[src/rtl/user_io_pio_pkg.sv]
// Shared register map and bus constants for the user_io_pio block.
package user_io_pio_pkg;

    localparam int BUS_W = 32;

    localparam logic [2:0] ADDR_DATA_IN  = 3'd0;
    localparam logic [2:0] ADDR_DATA_OUT = 3'd1;
    localparam logic [2:0] ADDR_OUT_SET  = 3'd2;
    localparam logic [2:0] ADDR_OUT_CLR  = 3'd3;
    localparam logic [2:0] ADDR_IRQ_MASK = 3'd4;
    localparam logic [2:0] ADDR_EDGE_CAP = 3'd5;
    localparam logic [2:0] ADDR_EDGE_SEL = 3'd6;

    typedef enum logic [2:0] {
        REG_DATA_IN  = 3'd0,
        REG_DATA_OUT = 3'd1,
        REG_OUT_SET  = 3'd2,
        REG_OUT_CLR  = 3'd3,
        REG_IRQ_MASK = 3'd4,
        REG_EDGE_CAP = 3'd5,
        REG_EDGE_SEL = 3'd6,
        REG_RSVD     = 3'd7
    } reg_idx_e;

endpackage

[src/rtl/user_io_pio_debounce.sv]
// Single-bit debouncer: q follows d only after DEBOUNCE_CYCLES consecutive
// differing cycles. Only present when USER_IO_PIO_DEBOUNCE_EN is defined.
`ifdef USER_IO_PIO_DEBOUNCE_EN
module pio_debounce #(
    parameter int DEBOUNCE_CYCLES = 50000
) (
    input  logic clk,
    input  logic reset,
    input  logic d,
    output logic q
);

    localparam int CNT_W = (DEBOUNCE_CYCLES > 1) ? $clog2(DEBOUNCE_CYCLES) : 1;
    localparam logic [CNT_W-1:0] CNT_LAST = CNT_W'(DEBOUNCE_CYCLES - 1);

    logic [CNT_W-1:0] cnt;

    // The counter never passes CNT_LAST, so it cannot wrap.
    always_ff @(posedge clk or posedge reset) begin
        if (reset) begin
            cnt <= '0;
            q   <= 1'b0;
        end else if (d == q) begin
            cnt <= '0;
        end else if (cnt >= CNT_LAST) begin
            q   <= d;
            cnt <= '0;
        end else begin
            cnt <= cnt + 1'b1;
        end
    end

endmodule
`endif

[src/rtl/user_io_pio.sv]
// Avalon-MM PIO with synchronised/debounced inputs, edge capture, level IRQ
// and set/clear outputs. Debounce is enabled by defining USER_IO_PIO_DEBOUNCE_EN.
module user_io_pio
    import user_io_pio_pkg::*;
#(
    parameter int               WIDTH           = 4,
    parameter int               DEBOUNCE_CYCLES = 50000,
    parameter logic [WIDTH-1:0] INPUT_INVERT    = '0,
    parameter logic [WIDTH-1:0] OUT_RESET       = '0
) (
    input  logic              clk,
    input  logic              reset,
    input  logic [2:0]        avs_address,
    input  logic              avs_read,
    input  logic              avs_write,
    input  logic [BUS_W-1:0]  avs_writedata,
    output logic [BUS_W-1:0]  avs_readdata,
    output logic              avs_readdatavalid,
    input  logic [WIDTH-1:0]  pio_in,
    output logic [WIDTH-1:0]  pio_out,
    output logic              irq
);

    logic [WIDTH-1:0] sync1, sync2, s;
    logic [WIDTH-1:0] stable, stable_d;
    logic [WIDTH-1:0] edge_cap, irq_mask, edge_sel;
    logic [WIDTH-1:0] wdata, new_edges, ec_clr;
    logic [BUS_W-1:0] rd_mux;
    logic             unused_wdata;

    assign wdata        = avs_writedata[WIDTH-1:0];
    assign unused_wdata = ^avs_writedata;
    assign s            = sync2 ^ INPUT_INVERT;

`ifdef USER_IO_PIO_DEBOUNCE_EN
    for (genvar i = 0; i < WIDTH; i++) begin : g_db
        pio_debounce #(.DEBOUNCE_CYCLES(DEBOUNCE_CYCLES)) u_db (
            .clk   (clk),
            .reset (reset),
            .d     (s[i]),
            .q     (stable[i])
        );
    end
`else
    assign stable = s;
`endif

    always_ff @(posedge clk or posedge reset) begin
        if (reset) begin
            sync1    <= '0;
            sync2    <= '0;
            stable_d <= '0;
        end else begin
            sync1    <= pio_in;
            sync2    <= sync1;
            stable_d <= stable;
        end
    end

    // Per-bit edge polarity: 0 captures rising, 1 captures falling.
    assign new_edges = (stable & ~stable_d & ~edge_sel) | (~stable & stable_d & edge_sel);
    assign ec_clr    = (avs_write && avs_address == ADDR_EDGE_CAP) ? wdata : '0;

    always_comb begin
        rd_mux = '0;
        case (reg_idx_e'(avs_address))
            REG_DATA_IN:  rd_mux[WIDTH-1:0] = stable;
            REG_DATA_OUT: rd_mux[WIDTH-1:0] = pio_out;
            REG_IRQ_MASK: rd_mux[WIDTH-1:0] = irq_mask;
            REG_EDGE_CAP: rd_mux[WIDTH-1:0] = edge_cap;
            REG_EDGE_SEL: rd_mux[WIDTH-1:0] = edge_sel;
            default:      rd_mux = '0;
        endcase
    end

    always_ff @(posedge clk or posedge reset) begin
        if (reset) begin
            pio_out           <= OUT_RESET;
            irq_mask          <= '0;
            edge_sel          <= '0;
            edge_cap          <= '0;
            irq               <= 1'b0;
            avs_readdata      <= '0;
            avs_readdatavalid <= 1'b0;
        end else begin
            if (avs_write) begin
                case (reg_idx_e'(avs_address))
                    REG_DATA_OUT: pio_out  <= wdata;
                    REG_OUT_SET:  pio_out  <= pio_out | wdata;
                    REG_OUT_CLR:  pio_out  <= pio_out & ~wdata;
                    REG_IRQ_MASK: irq_mask <= wdata;
                    REG_EDGE_SEL: edge_sel <= wdata;
                    default: ;
                endcase
            end
            // A new edge wins over a same-cycle write-1-to-clear.
            edge_cap          <= (edge_cap & ~ec_clr) | new_edges;
            irq               <= |(edge_cap & irq_mask);
            avs_readdatavalid <= avs_read;
            if (avs_read) begin
                avs_readdata <= rd_mux;
            end
        end
    end

endmodule

[config.mk]
export PLATFORM = sky130hd
export DESIGN_NAME = user_io_pio
export DESIGN_NICKNAME = d
export VERILOG_FILES = /design/src/rtl/user_io_pio_pkg.sv /design/src/rtl/user_io_pio_debounce.sv /design/src/rtl/user_io_pio.sv
export SDC_FILE = /design/constraint.sdc
export NUM_CORES = 1
export LEC_CHECK = 0
export BUFFER_PORTS_ARGS = -buffer_cell sky130_fd_sc_hd__buf_2
export CAP_MARGIN = 20
export CORE_ASPECT_RATIO = 1.2
export CORE_MARGIN = 8
export CORE_UTILIZATION = 28
export CTS_CLUSTER_SIZE = 16
export DETAILED_ROUTE_END_ITERATION = 7
export PLACE_DENSITY = 0.63
export SLEW_MARGIN = 20
export SYNTH_ARGS = -nofsm -noshare
export SYNTH_HDL_FRONTEND = slang
export SYNTH_HIERARCHICAL = 1
export SYNTH_SLANG_ARGS = --single-unit
[constraint.sdc]
create_clock -name clk -period 1.1 [get_ports clk]
set_input_delay 0.11 -clock clk [delete_from_list [all_inputs] [get_ports clk]]
set_output_delay 0.11 -clock clk [all_outputs]
set_load 0.01 [all_outputs]
==> flow_metrics.env, run 1 <==
export IMPL_outcome="finished clean"
export IMPL_grt_pass1_vias=1246
export IMPL_setup_viol=0
export IMPL_netlist_area_leader_share=0.497
export IMPL_cts_buffer_depth=2
export IMPL_p_leak_nw=0.971
export IMPL_drive_above_1_share=0.322
export IMPL_fin_util=0.348
export IMPL_holdWs_ns=0.0713
export IMPL_crit_buf_inv=0
export IMPL_clk_insertion_delay_late_ns=0.28
export IMPL_crit_path_end_kind="flip-flop"
export IMPL_ant_nets=0
export IMPL_hold_class="input pin to flip-flop"
export IMPL_drc_errors=0
export IMPL_crit_type="flip-flop to flip-flop"
export IMPL_synth_edf_count=0
export IMPL_overflow=0
export IMPL_core_sq_mm=0.00597
export IMPL_drt_pre_antenna_iters=4
export IMPL_dieHeight_um=102
export IMPL_syn_cell_area_sq_mm=0.00171
export IMPL_slowest_delay_ns=0.39
export IMPL_area_growth_pct=21.5
export IMPL_drtIter0Drc=56
export IMPL_drt_vias_per_instance=4.25
export IMPL_ys_seq_area_frac=0.497
export IMPL_fp_dieArea_sq_mm=0.00888
export IMPL_critPathMaxFanout=2
export IMPL_hpwl_um=2700
export IMPL_ioPinCount=81
export IMPL_vias=1206
export IMPL_layout_nets=244
export IMPL_rsz0062_at_grt="yes"
export IMPL_ys_ff_latch=34
export IMPL_cp_data_arrival_time_ns=1.24
export IMPL_ys_warn_count=6
export IMPL_yosysTopAreaCell="dfrtp_1"
export IMPL_path_clk_slew_ns=0.07
export IMPL_nFillCells=623
export IMPL_cts_buffers=5
export IMPL_wl_per_cell_um=12.3
export IMPL_fmax_mhz=920
export IMPL_synthCells=153
export IMPL_rr_worst_depth=3
export IMPL_wl_um=3500
export IMPL_cts_sinks=34
export IMPL_fin_skew_ns=0.00370
export IMPL_p_per_area_mw_per_mm2=1450
export IMPL_rows=31
export IMPL_crit_family="flip-flops"
export IMPL_grt_max_degree=35
export IMPL_rrSetupSlack_ns=0.01
export IMPL_vdd_drop_max_mv=0.706
export IMPL_track_usage=0.0850
export IMPL_gp_congestion=0.741
export IMPL_critPathSlowestCell="dfrtp_1"
export IMPL_period_needed_ns=1.09
export IMPL_cp_required_ns=1.25
export IMPL_yosysMostFrequentCell="dfrtp_1"
export IMPL_setup_worst_path_start_class="flip-flop"
export IMPL_synth_distinct_cells=33
export IMPL_antenna_found_initial=0
export IMPL_port_buffers=24
export IMPL_netlist_top_cells_count="34 x dfrtp_1, 29 x buf_4, 13 x mux2_2"
export IMPL_r2r_end="avs_readdata[1]"
export IMPL_antenna_cells=0
export IMPL_timing_final_crit_share=0.989
export IMPL_grt_pass1_wl_um=5790
export IMPL_holdPathStages=2
export IMPL_p_total_w=0.00302
export IMPL_crit_chain="mux2_2 > a32oi_1 > o221ai_1"
export IMPL_holdPathEnd="pio_out[2]"
export IMPL_die_width_um=87.4
export IMPL_synthTopCellsByArea="dfrtp_1 50%, buf_4 13%, mux2_2 8.6%"
export IMPL_r2r_start="s[1]"
export IMPL_yosys_most_used_dff="dfrtp_1"
export IMPL_hp_start="avs_writedata[2]"
export IMPL_syn_area_per_cell_sq_um=11.2
export IMPL_start_util=0.287
export IMPL_cts_tree="yes"
export IMPL_layoutNonFillerInstCount=284
export IMPL_cts_htree_levels=2
export IMPL_finalMaxSlewViolations=0
export IMPL_hold_viol=0
export IMPL_maxCapViolations=0
export IMPL_cts_root_buf="clkbuf_8"
export IMPL_place_inst=269
export IMPL_ys_async_sr_fraction=1.00
[power breakdown]
| group | total, W | switching, W | internal, W |
|---|---|---|---|
| clock | 0.000932 | 0.000428 | 0.000504 |
| sequential | 0.00151 | 0.000109 | 0.00140 |
| combinational | 0.000574 | 0.000288 | 0.000285 |
[area by class of cell]
class	instances	area, sq um	share of cell area
flip-flops and latches	34	851	0.409
multi-input cells	108	698	0.336
repair buffers	47	318	0.153
well taps	82	103	0.0493
clock inverters	1	5.00	0.00241
inverters	5	18.8	0.00903
clock buffers	7	86.3	0.0415
[logic make-up (layout without fill, tap and decap cells)]
kind of cell / count (synthesis) / after routing / synth area share
multiplexers: 14 / 14 / 0.0914
AND/OR/NAND/NOR: 36 / 36 / 0.118
XOR/XNOR: 1 / 1 / 0.00512
buffers and inverters: 38 / 60 / 0.159
other: 1 / 28 / 0.00219
flip-flops: 34 / 34 / 0.497
AO/OA/AOI/OAI: 29 / 29 / 0.126
[metal layers]
layer,routed length [um],track usage
met1,1580,0.102
met5,0,0
met3,346,0.0406
met2,1500,0.124
met4,71,0.0411
[what timing repair did]
| action | 4_1_cts | 5_1_grt |
|---|---|---|
| endpoints found under the hold margin | 38 | 0 |
| buffers inserted | 0 | 2 |
| endpoints found under the setup margin | 0 | 4 |
| hold buffers | 5 | 0 |
| resized for setup | 0 | 2 |
[cells in the final DEF (no fill, tap or decap), types with 2 or more instances in the layout]
master,n
a211oi_1,3
a21oi_1,6
dfrtp_1,34
nand2_1,11
o221ai_1,4
nor2b_1,2
and4b_1,5
buf_4,17
a221o_1,4
nor2_1,10
mux2_2,12
a31oi_1,3
conb_1,28
dlygate4sd3_1,5
clkbuf_8,6
a32oi_1,2
a22oi_1,2
buf_2,24
inv_1,5
[worst register-to-register path: stages (launching register included)]
cell and delay (ns):
dfrtp_1 0.39, mux2_2 0.28, a32oi_1 0.17, o221ai_1 0.12
[metrics by stage]
step	setup WS [ns]	setup TNS (ns)	area, sq um
6_report	0.0126	0	2080
5_1_grt	-0.0102	-0.0252	2080
3_3_place_gp	-0.127	-1.21	1910
2_1_floorplan	0.0119	0	1810
3_5_place_dp	-0.132	-1.32	1910
4_1_cts	0.00898	0	2060
[state kept, by name, summed over array words and instances (netlist names)]
| register | count |
|---|---|
| irq | 1 |
| s | 4 |
| avs_readdata | 4 |
| edge_sel | 4 |
| edge_cap | 4 |
| sync1 | 4 |
| irq_mask | 4 |
| pio_out | 4 |
| stable_d | 4 |
| avs_readdatavalid | 1 |
[worst max path at each step]
| stage | start | cells after the start | slack (ns) | endpoint |
|---|---|---|---|---|
| after global routing | pio_out[2] | 2 | -0.01 | pio_out[2] |
| after CTS | s[1] | 3 | 0.009 | avs_readdata[1] |
| after global placement | avs_address[0] | 4 | -0.13 | edge_cap[3] |
| after detailed placement | avs_address[0] | 4 | -0.13 | edge_cap[1] |
| after floorplan | avs_address[0] | 4 | 0.01 | irq_mask[0] |
| final | s[1] | 3 | 0.01 | avs_readdata[1] |
Note: power is estimated with default switching activity, not from simulation.
==> inputs of run 2 (changes only) <==
- ABC_AREA: default -> 1
==> run 2 against run 1 <==
Effect of this change: die area fell by 0.24%; flip-flop and latch count did not move; sequential power barely moved; synthesized area fell by 0.29%; final cell count rose by 9.2%; critical path depth rose by 1; wire length rose by 6.4%; critical endpoint unchanged; largest cell class unchanged; highest routed layer unchanged.
==> flow_metrics.env, run 2 <==
export IMPL_crit_path_end_kind="flip-flop"
export IMPL_rr_worst_depth=4
export IMPL_synthCells=190
export IMPL_clk_insertion_delay_late_ns=0.29
export IMPL_vdd_drop_max_mv=0.615
export IMPL_yosysMostFrequentCell="nand2_1"
export IMPL_crit_buf_inv=0
export IMPL_ctsResizeCount=0
export IMPL_track_usage=0.0870
export IMPL_final_cell_mix="40 x nand2_1, 34 x dfrtp_1, 28 x conb_1"
export IMPL_drtIter0Drc=68
export IMPL_cts_sinks=34
export IMPL_critPathMaxFanout=3
export IMPL_layout_nets=271
export IMPL_start_util=0.286
export IMPL_fin_ws_ns=0.147
export IMPL_vias=1314
export IMPL_wl_per_cell_um=12.0
export IMPL_ys_ff_latch=34
export IMPL_hold_viol=0
export IMPL_cts_root_buf="clkbuf_8"
export IMPL_multi_input_area_sq_um=656
export IMPL_grt_pass1_vias=1231
export IMPL_synth_edf_count=0
export IMPL_wl_um=3730
export IMPL_cts_setup_buffers=0
export IMPL_ff_latch_area_sq_um=851
export IMPL_ys_warn_count=6
export IMPL_fin_skew_ns=0.00123
export IMPL_crit_family="flip-flops"
export IMPL_rsz0062_at_grt="no"
export IMPL_ioPinCount=81
export IMPL_overflow=0
export IMPL_gp_congestion=0.874
export IMPL_cts_hold_buf=5
export IMPL_port_buffers=24
export IMPL_period_needed_ns=0.953
export IMPL_antenna_found_initial=0
export IMPL_p_per_area_mw_per_mm2=1580
export IMPL_setup_viol=0
export IMPL_netlist_area_leader_share=0.499
export IMPL_cp_data_arrival_time_ns=1.13
export IMPL_cts_htree_levels=2
export IMPL_holdWs_ns=0.0156
export IMPL_die_width_um=87.3
export IMPL_cts_tree="yes"
export IMPL_ys_async_sr_fraction=1.00
export IMPL_path_clk_slew_ns=0.07
export IMPL_fin_area_sq_mm=0.00202
export IMPL_synth_distinct_cells=20
export IMPL_cp_depth=4
export IMPL_syn_area_per_cell_sq_um=8.98
export IMPL_timing_final_crit_share=0.866
export IMPL_hold_class="input pin to flip-flop"
export IMPL_drive_above_1_share=0.211
export IMPL_antenna_cells=0
export IMPL_finalMaxSlewViolations=0
export IMPL_slowest_delay_ns=0.41
export IMPL_p_leak_nw=1.00
export IMPL_cts_buffers=5
export IMPL_holdPathStages=1
export IMPL_post_place_ws_ns=-0.00948
export IMPL_cp_required_ns=1.27
export IMPL_grt_pass1_wl_um=5870
export IMPL_synthTopCellsByArea="dfrtp_1 50%, buf_4 13%, nand2_1 8.8%"
export IMPL_fmax_mhz=1050
export IMPL_nFillCells=650
export IMPL_drt_vias_per_instance=4.24
export IMPL_syn_cell_area_sq_mm=0.00171
export IMPL_rows=31
export IMPL_grt_max_degree=35
export IMPL_hpwl_um=2830
export IMPL_area_growth_pct=18.3
export IMPL_ant_nets=0
export IMPL_fp_dieArea_sq_mm=0.00886
export IMPL_netlist_top_cells_count="40 x nand2_1, 34 x dfrtp_1, 29 x buf_4"
export IMPL_maxCapViolations=0
export IMPL_crit_type="flip-flop to flip-flop"
export IMPL_core_sq_mm=0.00597
export IMPL_drt_pre_antenna_iters=4
export IMPL_setup_worst_path_start_class="flip-flop"
export IMPL_placed_area_sq_mm=0.00186
export IMPL_drc_errors=0
export IMPL_critPathSlowestCell="dfrtp_1"
export IMPL_crit_chain="nand4_1 > nand3_1 > o21ai_0 > nand2_1"
export IMPL_dieHeight_um=102
export IMPL_ys_seq_area_frac=0.499
export IMPL_layout_commonest_cell="nand2_1"
export IMPL_outcome="finished clean"
export IMPL_cts_buffer_depth=2
export IMPL_yosys_most_used_dff="dfrtp_1"
export IMPL_yosysTopAreaCell="dfrtp_1"
## run 2: cell count changes in the layout (fill, tap and decap cells not counted), sizes merged, moves of 5 or more
cell	previous run	this run
a21oi	6	0
inv	5	16
nand3	1	21
nand2	11	40
o21ai	1	23
nand4	1	7
and4b	5	0
mux2	13	0
buf	42	31
## run 2: report_power, final
group          total (W)  internal (W)  switching (W)
clock network    0.00118      0.000725       0.000455
logic           0.000516      0.000193       0.000322
registers        0.00150       0.00140       0.000103
total            0.00320       0.00232       0.000880
## run 2: routing by layer
metal | share of wire | global-route usage
met5 | 0 | 0
met4 | 0.029 | 0.0477
met3 | 0.081 | 0.0325
met2 | 0.48 | 0.136
met1 | 0.41 | 0.100
## run 2: cells by family (layout without fill, tap and decap cells)
| family | count (synthesis) | in the layout | synth area share |
|---|---|---|---|
| buffers and inverters | 48 | 59 | 0.177 |
| AND/OR/NAND/NOR | 80 | 80 | 0.229 |
| AO/OA/AOI/OAI | 27 | 27 | 0.0938 |
| other | 1 | 28 | 0.00220 |
| flip-flops | 34 | 34 | 0.499 |
## run 2: path summary, 6_finish.rpt
check                       startpoint           endpoint  slack, ns
min in group asynchronous        reset               s[3]       0.40
setup / recovery           edge_sel[1]    avs_readdata[1]       0.15
max in group asynchronous        reset         pio_out[1]       0.53
hold reg to reg               sync1[0]               s[0]       0.35
setup reg to reg           edge_sel[1]    avs_readdata[1]       0.15
hold / removal                avs_read  avs_readdatavalid       0.02
## run 2: per-stage QoR
stage | power (W) | utilization | setup TNS [ns] | cells
after floorplan | 0.00191 | - | 0 | 217
after global placement | 0.00202 | 0.311 | 0 | 298
after detailed placement | 0.00204 | 0.311 | -0.00948 | 298
after CTS | 0.00324 | 0.338 | 0 | 310
after global routing | 0.00338 | 0.338 | 0 | 310
final | 0.00320 | 0.338 | 0 | 310
## run 2: layout make-up
class                      instances  share of cell area
sequential                        34               0.421
inverter                          16              0.0310
clock inverter                     1              0.0149
multi-input combinational        135               0.325
timing repair buffer              36               0.116
tap                               82              0.0508
clock buffer                       6              0.0409
